## src/rtl/lsu_pkg.sv

```systemverilog
// Shared types, constants and helpers for the load/store unit.
//   lsu_state_t  : FSM encoding (IDLE, REQ, WAIT_RSP)
//   F3_*         : load funct3 encodings
//   BE_*         : decoder byte-enable masks for byte/half/word stores
//   norm_wr_en   : folds unknown nonzero masks onto a full word
//   is_misaligned: alignment check for one load or store
package lsu_pkg;

  typedef enum logic [1:0] {
    IDLE     = 2'd0,
    REQ      = 2'd1,
    WAIT_RSP = 2'd2
  } lsu_state_t;

  localparam logic [2:0] F3_LB  = 3'b000;
  localparam logic [2:0] F3_LH  = 3'b001;
  localparam logic [2:0] F3_LW  = 3'b010;
  localparam logic [2:0] F3_LBU = 3'b100;
  localparam logic [2:0] F3_LHU = 3'b101;

  localparam logic [3:0] BE_B = 4'b0001;
  localparam logic [3:0] BE_H = 4'b0011;
  localparam logic [3:0] BE_W = 4'b1111;

  // Zero stays zero (no store); anything other than byte/half becomes a word.
  function automatic logic [3:0] norm_wr_en(input logic [3:0] wr_en);
    logic [3:0] res;
    case (wr_en)
      4'b0000: res = 4'b0000;
      BE_B:    res = BE_B;
      BE_H:    res = BE_H;
      default: res = BE_W;
    endcase
    return res;
  endfunction

  // Loads are sized by funct3 (unused encodings act as LW), stores by wr_en.
  function automatic logic is_misaligned(input logic       is_load,
                                         input logic [3:0] wr_en,
                                         input logic [2:0] funct3,
                                         input logic [1:0] off);
    logic res;
    if (is_load) begin
      case (funct3)
        F3_LB, F3_LBU: res = 1'b0;
        F3_LH, F3_LHU: res = off[0];
        default:       res = (off != 2'b00);
      endcase
    end else begin
      case (norm_wr_en(wr_en))
        BE_H:    res = off[0];
        BE_W:    res = (off != 2'b00);
        default: res = 1'b0;
      endcase
    end
    return res;
  endfunction

endpackage

```

## src/rtl/lsu_if.sv

```systemverilog
// Data-memory port between the load/store unit and the memory.
//   master (LSU)   : drives mem_req_valid, mem_we, mem_be, mem_addr, mem_wdata
//   slave (memory) : drives mem_req_ready, mem_rsp_valid, mem_rdata
interface lsu_if #(
  parameter int unsigned ADDR_W = 32,
  parameter int unsigned DATA_W = 32
) ();

  logic              mem_req_valid;
  logic              mem_req_ready;
  logic              mem_we;
  logic [3:0]        mem_be;
  logic [ADDR_W-1:0] mem_addr;
  logic [DATA_W-1:0] mem_wdata;
  logic              mem_rsp_valid;
  logic [DATA_W-1:0] mem_rdata;

  modport master (
    output mem_req_valid,
    output mem_we,
    output mem_be,
    output mem_addr,
    output mem_wdata,
    input  mem_req_ready,
    input  mem_rsp_valid,
    input  mem_rdata
  );

  modport slave (
    input  mem_req_valid,
    input  mem_we,
    input  mem_be,
    input  mem_addr,
    input  mem_wdata,
    output mem_req_ready,
    output mem_rsp_valid,
    output mem_rdata
  );

endinterface

```

## src/rtl/lsu_load_align.sv

```systemverilog
// Combinational load alignment: shifts the addressed byte/half down to bit 0
// and sign- or zero-extends it according to funct3.
//   rdata   : raw 32-bit memory word
//   addr_lo : byte offset within the word
//   funct3  : load width and signedness
//   result  : extended 32-bit writeback value
module lsu_load_align
  import lsu_pkg::*;
(
  input  logic [31:0] rdata,
  input  logic [1:0]  addr_lo,
  input  logic [2:0]  funct3,
  output logic [31:0] result
);

  logic [31:0] shifted;

  always_comb begin
    shifted = rdata >> {addr_lo, 3'b000};
    case (funct3)
      F3_LB:   result = {{24{shifted[7]}}, shifted[7:0]};
      F3_LH:   result = {{16{shifted[15]}}, shifted[15:0]};
      F3_LBU:  result = {24'h000000, shifted[7:0]};
      F3_LHU:  result = {16'h0000, shifted[15:0]};
      default: result = shifted;  // LW and the unused encodings
    endcase
  end

endmodule

```

## src/rtl/lsu.sv

```systemverilog
// MEM-stage load/store unit. Turns one decoded load/store into a valid/ready
// transaction on the data-memory port, aligns load data for writeback and
// holds the pipeline with stall while a transaction is outstanding.
//   clk, rst_n         : clock, asynchronous active-low reset
//   req_*              : request from the MEM stage (req_ready high in IDLE)
//   mem                : data-memory port (lsu_if master)
//   stall              : freezes IF through MEM
//   wb_valid/rd/data   : one-cycle registered load writeback
//   misalign           : one-cycle registered misaligned-access pulse
module lsu
  import lsu_pkg::*;
#(
  parameter int unsigned ADDR_W = 32,
  parameter int unsigned DATA_W = 32  // only 32 is supported
) (
  input  logic              clk,
  input  logic              rst_n,

  input  logic              req_valid,
  output logic              req_ready,
  input  logic              req_is_load,
  input  logic [3:0]        req_wr_en,
  input  logic [2:0]        req_funct3,
  input  logic [ADDR_W-1:0] req_addr,
  input  logic [DATA_W-1:0] req_wdata,
  input  logic [4:0]        req_rd,

  lsu_if.master             mem,

  output logic              stall,
  output logic              wb_valid,
  output logic [4:0]        wb_rd,
  output logic [DATA_W-1:0] wb_data,
  output logic              misalign
);

  lsu_state_t state_q, state_d;

  // Captured request context
  logic [1:0]        off_q;
  logic [2:0]        funct3_q;
  logic [4:0]        rd_q;
  logic              is_load_q;

  // Registered memory-port outputs
  logic              mem_req_valid_q;
  logic              mem_we_q;
  logic [3:0]        mem_be_q;
  logic [ADDR_W-1:0] mem_addr_q;
  logic [DATA_W-1:0] mem_wdata_q;

  logic              wb_valid_q;
  logic [4:0]        wb_rd_q;
  logic [DATA_W-1:0] wb_data_q;
  logic              misalign_q;

  logic [1:0]        req_off;
  logic [3:0]        req_be_norm;
  logic              req_active;
  logic              req_mis;
  logic              accept;
  logic              mis_hit;
  logic              store_done;
  logic              load_done;
  logic [31:0]       load_result;

  // Request decode
  assign req_off     = req_addr[1:0];
  assign req_be_norm = norm_wr_en(req_wr_en);
  // wr_en == 0 with is_load == 0 is a bubble and is silently dropped
  assign req_active  = req_is_load | (req_wr_en != 4'b0000);
  assign req_mis     = is_misaligned(req_is_load, req_wr_en, req_funct3, req_off);
  assign accept      = (state_q == IDLE) & req_valid & req_active & ~req_mis;
  assign mis_hit     = (state_q == IDLE) & req_valid & req_active & req_mis;
  assign store_done  = (state_q == REQ) & mem.mem_req_ready & ~is_load_q;
  // Responses outside WAIT_RSP (including after a reset) never count
  assign load_done   = (state_q == WAIT_RSP) & mem.mem_rsp_valid;

  // FSM state register
  always_ff @(posedge clk or negedge rst_n) begin
    if (!rst_n) begin
      state_q <= IDLE;
    end else begin
      state_q <= state_d;
    end
  end

  // FSM next state
  always_comb begin
    state_d = state_q;
    case (state_q)
      IDLE: begin
        if (accept) state_d = REQ;
      end
      REQ: begin
        if (mem.mem_req_ready) state_d = is_load_q ? WAIT_RSP : IDLE;
      end
      WAIT_RSP: begin
        if (mem.mem_rsp_valid) state_d = IDLE;
      end
      default: state_d = IDLE;
    endcase
  end

  // FSM outputs. stall drops in the completion cycle so the pipeline advances
  // on the same edge that retires the transaction.
  always_comb begin
    req_ready = 1'b0;
    stall     = 1'b0;
    case (state_q)
      IDLE: begin
        req_ready = 1'b1;
        stall     = accept;
      end
      REQ:      stall = ~store_done;
      WAIT_RSP: stall = ~mem.mem_rsp_valid;
      default:  stall = 1'b0;
    endcase
  end

  // Request capture and memory-port registers; payload holds until accepted
  always_ff @(posedge clk or negedge rst_n) begin
    if (!rst_n) begin
      off_q           <= 2'b00;
      funct3_q        <= 3'b000;
      rd_q            <= 5'd0;
      is_load_q       <= 1'b0;
      mem_req_valid_q <= 1'b0;
      mem_we_q        <= 1'b0;
      mem_be_q        <= 4'b0000;
      mem_addr_q      <= '0;
      mem_wdata_q     <= '0;
    end else if (accept) begin
      off_q           <= req_off;
      funct3_q        <= req_funct3;
      rd_q            <= req_rd;
      is_load_q       <= req_is_load;
      mem_req_valid_q <= 1'b1;
      mem_we_q        <= ~req_is_load;
      mem_be_q        <= req_is_load ? BE_W : (req_be_norm << req_off);
      mem_addr_q      <= {req_addr[ADDR_W-1:2], 2'b00};
      mem_wdata_q     <= req_wdata << {req_off, 3'b000};
    end else if ((state_q == REQ) && mem.mem_req_ready) begin
      mem_req_valid_q <= 1'b0;
    end
  end

  lsu_load_align u_load_align (
    .rdata   (mem.mem_rdata),
    .addr_lo (off_q),
    .funct3  (funct3_q),
    .result  (load_result)
  );

  // Writeback and misalign strobes
  always_ff @(posedge clk or negedge rst_n) begin
    if (!rst_n) begin
      wb_valid_q <= 1'b0;
      wb_rd_q    <= 5'd0;
      wb_data_q  <= '0;
      misalign_q <= 1'b0;
    end else begin
      wb_valid_q <= load_done;
      misalign_q <= mis_hit;
      if (load_done) begin
        wb_rd_q   <= rd_q;
        wb_data_q <= load_result;
      end
    end
  end

  assign mem.mem_req_valid = mem_req_valid_q;
  assign mem.mem_we        = mem_we_q;
  assign mem.mem_be        = mem_be_q;
  assign mem.mem_addr      = mem_addr_q;
  assign mem.mem_wdata     = mem_wdata_q;

  assign wb_valid = wb_valid_q;
  assign wb_rd    = wb_rd_q;
  assign wb_data  = wb_data_q;
  assign misalign = misalign_q;

endmodule
```

## src/flat_wrapper.sv

```systemverilog
// flat-port wrapper written by rule: the top's interface ports become plain ports
module lsu_flat import lsu_pkg::*;
#(
  parameter int unsigned ADDR_W = 32,
  parameter int unsigned DATA_W = 32                         
)
  (clk, rst_n, req_valid, req_ready, req_is_load, req_wr_en, req_funct3, req_addr, req_wdata, req_rd, stall, wb_valid, wb_rd, wb_data, misalign, mem_mem_req_valid, mem_mem_we, mem_mem_be, mem_mem_addr, mem_mem_wdata, mem_mem_req_ready, mem_mem_rsp_valid, mem_mem_rdata);
  lsu_if #(.ADDR_W(ADDR_W), .DATA_W(DATA_W)) mem_i ();
  input  logic clk;
  input  logic rst_n;
  input  logic req_valid;
  output logic req_ready;
  input  logic req_is_load;
  input  logic [3:0] req_wr_en;
  input  logic [2:0] req_funct3;
  input  logic [ADDR_W-1:0] req_addr;
  input  logic [DATA_W-1:0] req_wdata;
  input  logic [4:0] req_rd;
  output logic stall;
  output logic wb_valid;
  output logic [4:0] wb_rd;
  output logic [DATA_W-1:0] wb_data;
  output logic misalign;
  output wire logic [$bits(mem_i.mem_req_valid)-1:0] mem_mem_req_valid;
  output wire logic [$bits(mem_i.mem_we)-1:0] mem_mem_we;
  output wire logic [$bits(mem_i.mem_be)-1:0] mem_mem_be;
  output wire logic [$bits(mem_i.mem_addr)-1:0] mem_mem_addr;
  output wire logic [$bits(mem_i.mem_wdata)-1:0] mem_mem_wdata;
  input wire logic [$bits(mem_i.mem_req_ready)-1:0] mem_mem_req_ready;
  input wire logic [$bits(mem_i.mem_rsp_valid)-1:0] mem_mem_rsp_valid;
  input wire logic [$bits(mem_i.mem_rdata)-1:0] mem_mem_rdata;
  assign mem_mem_req_valid = mem_i.mem_req_valid;
  assign mem_mem_we = mem_i.mem_we;
  assign mem_mem_be = mem_i.mem_be;
  assign mem_mem_addr = mem_i.mem_addr;
  assign mem_mem_wdata = mem_i.mem_wdata;
  assign mem_i.mem_req_ready = mem_mem_req_ready;
  assign mem_i.mem_rsp_valid = mem_mem_rsp_valid;
  assign mem_i.mem_rdata = mem_mem_rdata;
  lsu #(.ADDR_W(ADDR_W), .DATA_W(DATA_W)) u_core (.clk(clk), .rst_n(rst_n), .req_valid(req_valid), .req_ready(req_ready), .req_is_load(req_is_load), .req_wr_en(req_wr_en), .req_funct3(req_funct3), .req_addr(req_addr), .req_wdata(req_wdata), .req_rd(req_rd), .mem(mem_i), .stall(stall), .wb_valid(wb_valid), .wb_rd(wb_rd), .wb_data(wb_data), .misalign(misalign));
endmodule
```

## config.mk

```make
export PLATFORM = sky130hd
export DESIGN_NAME = lsu_flat
export DESIGN_NICKNAME = d
export VERILOG_FILES = /design/src/rtl/lsu_pkg.sv /design/src/rtl/lsu_if.sv /design/src/rtl/lsu_load_align.sv /design/src/rtl/lsu.sv /design/src/flat_wrapper.sv
export SDC_FILE = /design/constraint.sdc
export NUM_CORES = 1
export LEC_CHECK = 0
export CAP_MARGIN = 40
export CORE_MARGIN = 8
export CORE_UTILIZATION = 35
export CTS_BUF_LIST = sky130_fd_sc_hd__clkbuf_8 sky130_fd_sc_hd__clkbuf_16
export DETAILED_ROUTE_END_ITERATION = 10
export GPL_TIMING_DRIVEN = 0
export PLACE_DENSITY = 0.64
export SETUP_SLACK_MARGIN = 0.3
export SLEW_MARGIN = 10
export SYNTH_ARGS = -nofsm -noshare
export SYNTH_HDL_FRONTEND = slang
export SYNTH_HIERARCHICAL = 1
export SYNTH_SLANG_ARGS = --single-unit
```

## constraint.sdc

```tcl
create_clock -name clk -period 2.6 [get_ports clk]
set_input_delay 0.65 -clock clk [delete_from_list [all_inputs] [get_ports clk]]
set_output_delay 0.65 -clock clk [all_outputs]
set_load 0.01 [all_outputs]
```

==> run metrics <==
CP endpoint kind=output port; area grow syn2layout=51.89%; clock tree buffer depth=2; Initial Utilization=a little over a third; Post-Route WL=19.82 mm; Worst slew margin=57.08%; Final nets=~920; final setup fails=0; layout cells sized above 1=16.69%; Vias/cell=4.949; antenna violations before repair=4; CP max-delay cell=or3_1; clock sink total=120; DR iter-0 viols=290; Port Buf Inserts=220; worst hold slack=151.4 ps; met3 Track Usage GR=7.735%; #FFs+latches synth=120; Die Width=147.9 um; register area=3003 um2; design area=9244 um2; H-tree depth=4; Rows=48; Multi-input gate area=2811 um2; Worst Tran Pin Value=641.4 ps; Synth Cell Area=a little over 6000 um2; CTS clk-pin slew, worst paths=approximately 60 ps; minimum clock period=2497 ps; DRC errors left=0; Peak Freq=400.5 MHz; Core Area=17180 um2; grt ovf=0; vias in the first global route=about 5700; first-pass GRT wire length=31.65 mm; max incr delay on CP=360 ps; largest net degree at the start of global routing=79; max-cap violation count=0; DR pass1 iterations=4; final core occ=around 54%; most frequent cells in the layout=210 x clkdlybuf4s50_1, 142 x nand2_1, 120 x dfrtp_1, 57 x mux2_4, 36 x mux2i_1; Syn Inst Count=560; Peak supply drop=0.4960 mV; worst path required time=1950 ps; GRT busiest layer=met2; met2 usage=30.07%; Slew Limit Fails=0; routed len/inst=18.93 um; number of fill cells in the layout=1540; grt met1 use=21.68%; startpoint types=input port; Syn. warnings=6; die height=147.9 um; outcome=finished clean; RSZ-0062 raised after global routing=yes; Placed Area=roughly 8600 um2; Mapped Avg Cell Area=10.87 um2; Die ar.=21860 um2; critical path peak fanout=2; clock latency on the worst-skew pair=~410 ps; worst hold path class=in -> async; Fin. Hold Viols=0; Root Buffer=clkbuf_16; GRT Total Usage=18.36%; CP cell instances=buf_8, or3_1, a32o_2, o21ai_4, buf_6, o221ai_2, buf_2; LEAKAGE=0.004180 uW; P per Cell Area=1071 nW/um2; CP arrival=1850 ps; total number of vias=5182; DP HPWL=15.25 mm; Layout Skew=6.432 ps; sequential share of the synthesized area=49.34%; CTS tree=done; period utilization=96.03%; I/O pin count=225; CTS Hold Bufs=0; Crit Path Class=in -> out; Final ANT Viol Nets=0; total CTS buffers=17; setup_tns=0 ps; most common cell after layout, fill and taps aside=clkdlybuf4s50_1; Placer Congestion=about 0.9; synth unique cells=43
## layout make-up
type	count	area share, %
clock buffers	19	4.900
inverters	5	0.2030
well taps	225	3.045
flip-flops and latches	120	32.49
diodes	1	0.02707
multi-input cells	398	30.41
plain buffers	38	3.086
repair buffers	228	24.54
clock inverters	13	1.299
## power by group
group          internal, uW  switching (uW)
logic                  2560            1880
registers              2670             545
clock network          1370             877
## kinds of logic after synthesis
logic type,after synthesis,synth area share (%)
AND/OR/NAND/NOR,203,14.04
flip-flops,120,49.34
multiplexers,100,21.28
AO/OA/AOI/OAI,93,10.34
buffers and inverters,43,4.934
other,1,0.06162
## flip-flops by register name, indices dropped and copies added (netlist names)
| name | cells |
|---|---|
| u_core/funct3_q | 3 |
| u_core/is_load_q | 1 |
| u_core/mem.mem_addr | 30 |
| u_core/mem.mem_be | 4 |
| u_core/mem.mem_req_valid | 1 |
| u_core/mem.mem_wdata | 32 |
| u_core/mem.mem_we | 1 |
| u_core/misalign | 1 |
| u_core/off_q | 2 |
| u_core/rd_q | 5 |
| u_core/state_q | 2 |
| u_core/wb_data | 32 |
| u_core/wb_rd | 5 |
| u_core/wb_valid | 1 |
## cell usage after synthesis, drive strengths merged
master	instances	area, um2
buf	20	214.0
nand3	1	5.000
nand2b	4	32.53
mux2	64	934.7
inv	5	18.77
o221ai	1	8.760
nor3b	1	12.51
nor2b	19	118.9
o22ai	2	12.51
or3	1	6.260
a22oi	1	7.510
clkbuf	18	67.56
a21o	2	15.01
dfrtp	120	3003
a21boi	2	18.77
a211oi	22	165.2
o2111ai	1	8.760
a21oi	22	110.1
a32o	1	10.01
a311oi	1	15.01
o311a	1	10.01
nand3b	3	22.52
o21ai	23	122.6
o211ai	1	12.51
conb	1	3.750
and2b	1	7.510
nor2	31	116.4
o21a	1	7.510
a22o	8	70.07
o22a	3	26.28
nand2	142	533.0
o31a	1	8.760
mux2i	36	360.4
## worst max-delay path, delay by kind of cell
| family | cells | cell delay [ps] |
|---|---|---|
| buffers and inverters | 3 | 360 |
| AND/OR/NAND/NOR | 1 | 360 |
| AO/OA/AOI/OAI | 3 | 470 |
## stage by stage
step                setup WS (ps)  std cells  power, uW
finish                      103.3       1047       9899
global route                50.45       1047      10490
CTS                         96.73       1046      10020
detailed placement         -929.4       1007       7662
global placement            -3712       1006       7584
floorplan                   207.7        561       5368
## timing repair
action / in CTS / in global routing
resized for setup: 24 / 1
setup endpoints to repair: 58 / 1
pin swaps: 3 / 1
setup buffers: 7 / 0
## layer usage
metal / part of all wire, % / vias to the layer above
li1: - / 2414
met1: 41 / 2496
met2: 47 / 238
met3: 11 / 28
met4: 1.3 / 6
met5: 0.18 / -
## final timing paths
kind / startpoint / end / slack (ps) / cells past startpoint
setup / recovery: req_wr_en[1] / stall / 100 / 7
hold / removal: rst_n / u_core/wb_data[27] / 150 / 1
setup reg to reg: u_core/state_q[0] / u_core/mem.mem_addr[25] / 600 / 7
hold reg to reg: u_core/wb_data[30] / u_core/wb_data[30] / 470 / 2
max in group asynchronous: rst_n / u_core/mem.mem_wdata[15] / 1690 / 2
min in group clk: u_core/wb_data[30] / u_core/wb_data[30] / 470 / 2
Note: power is estimated with default switching activity, not from simulation.
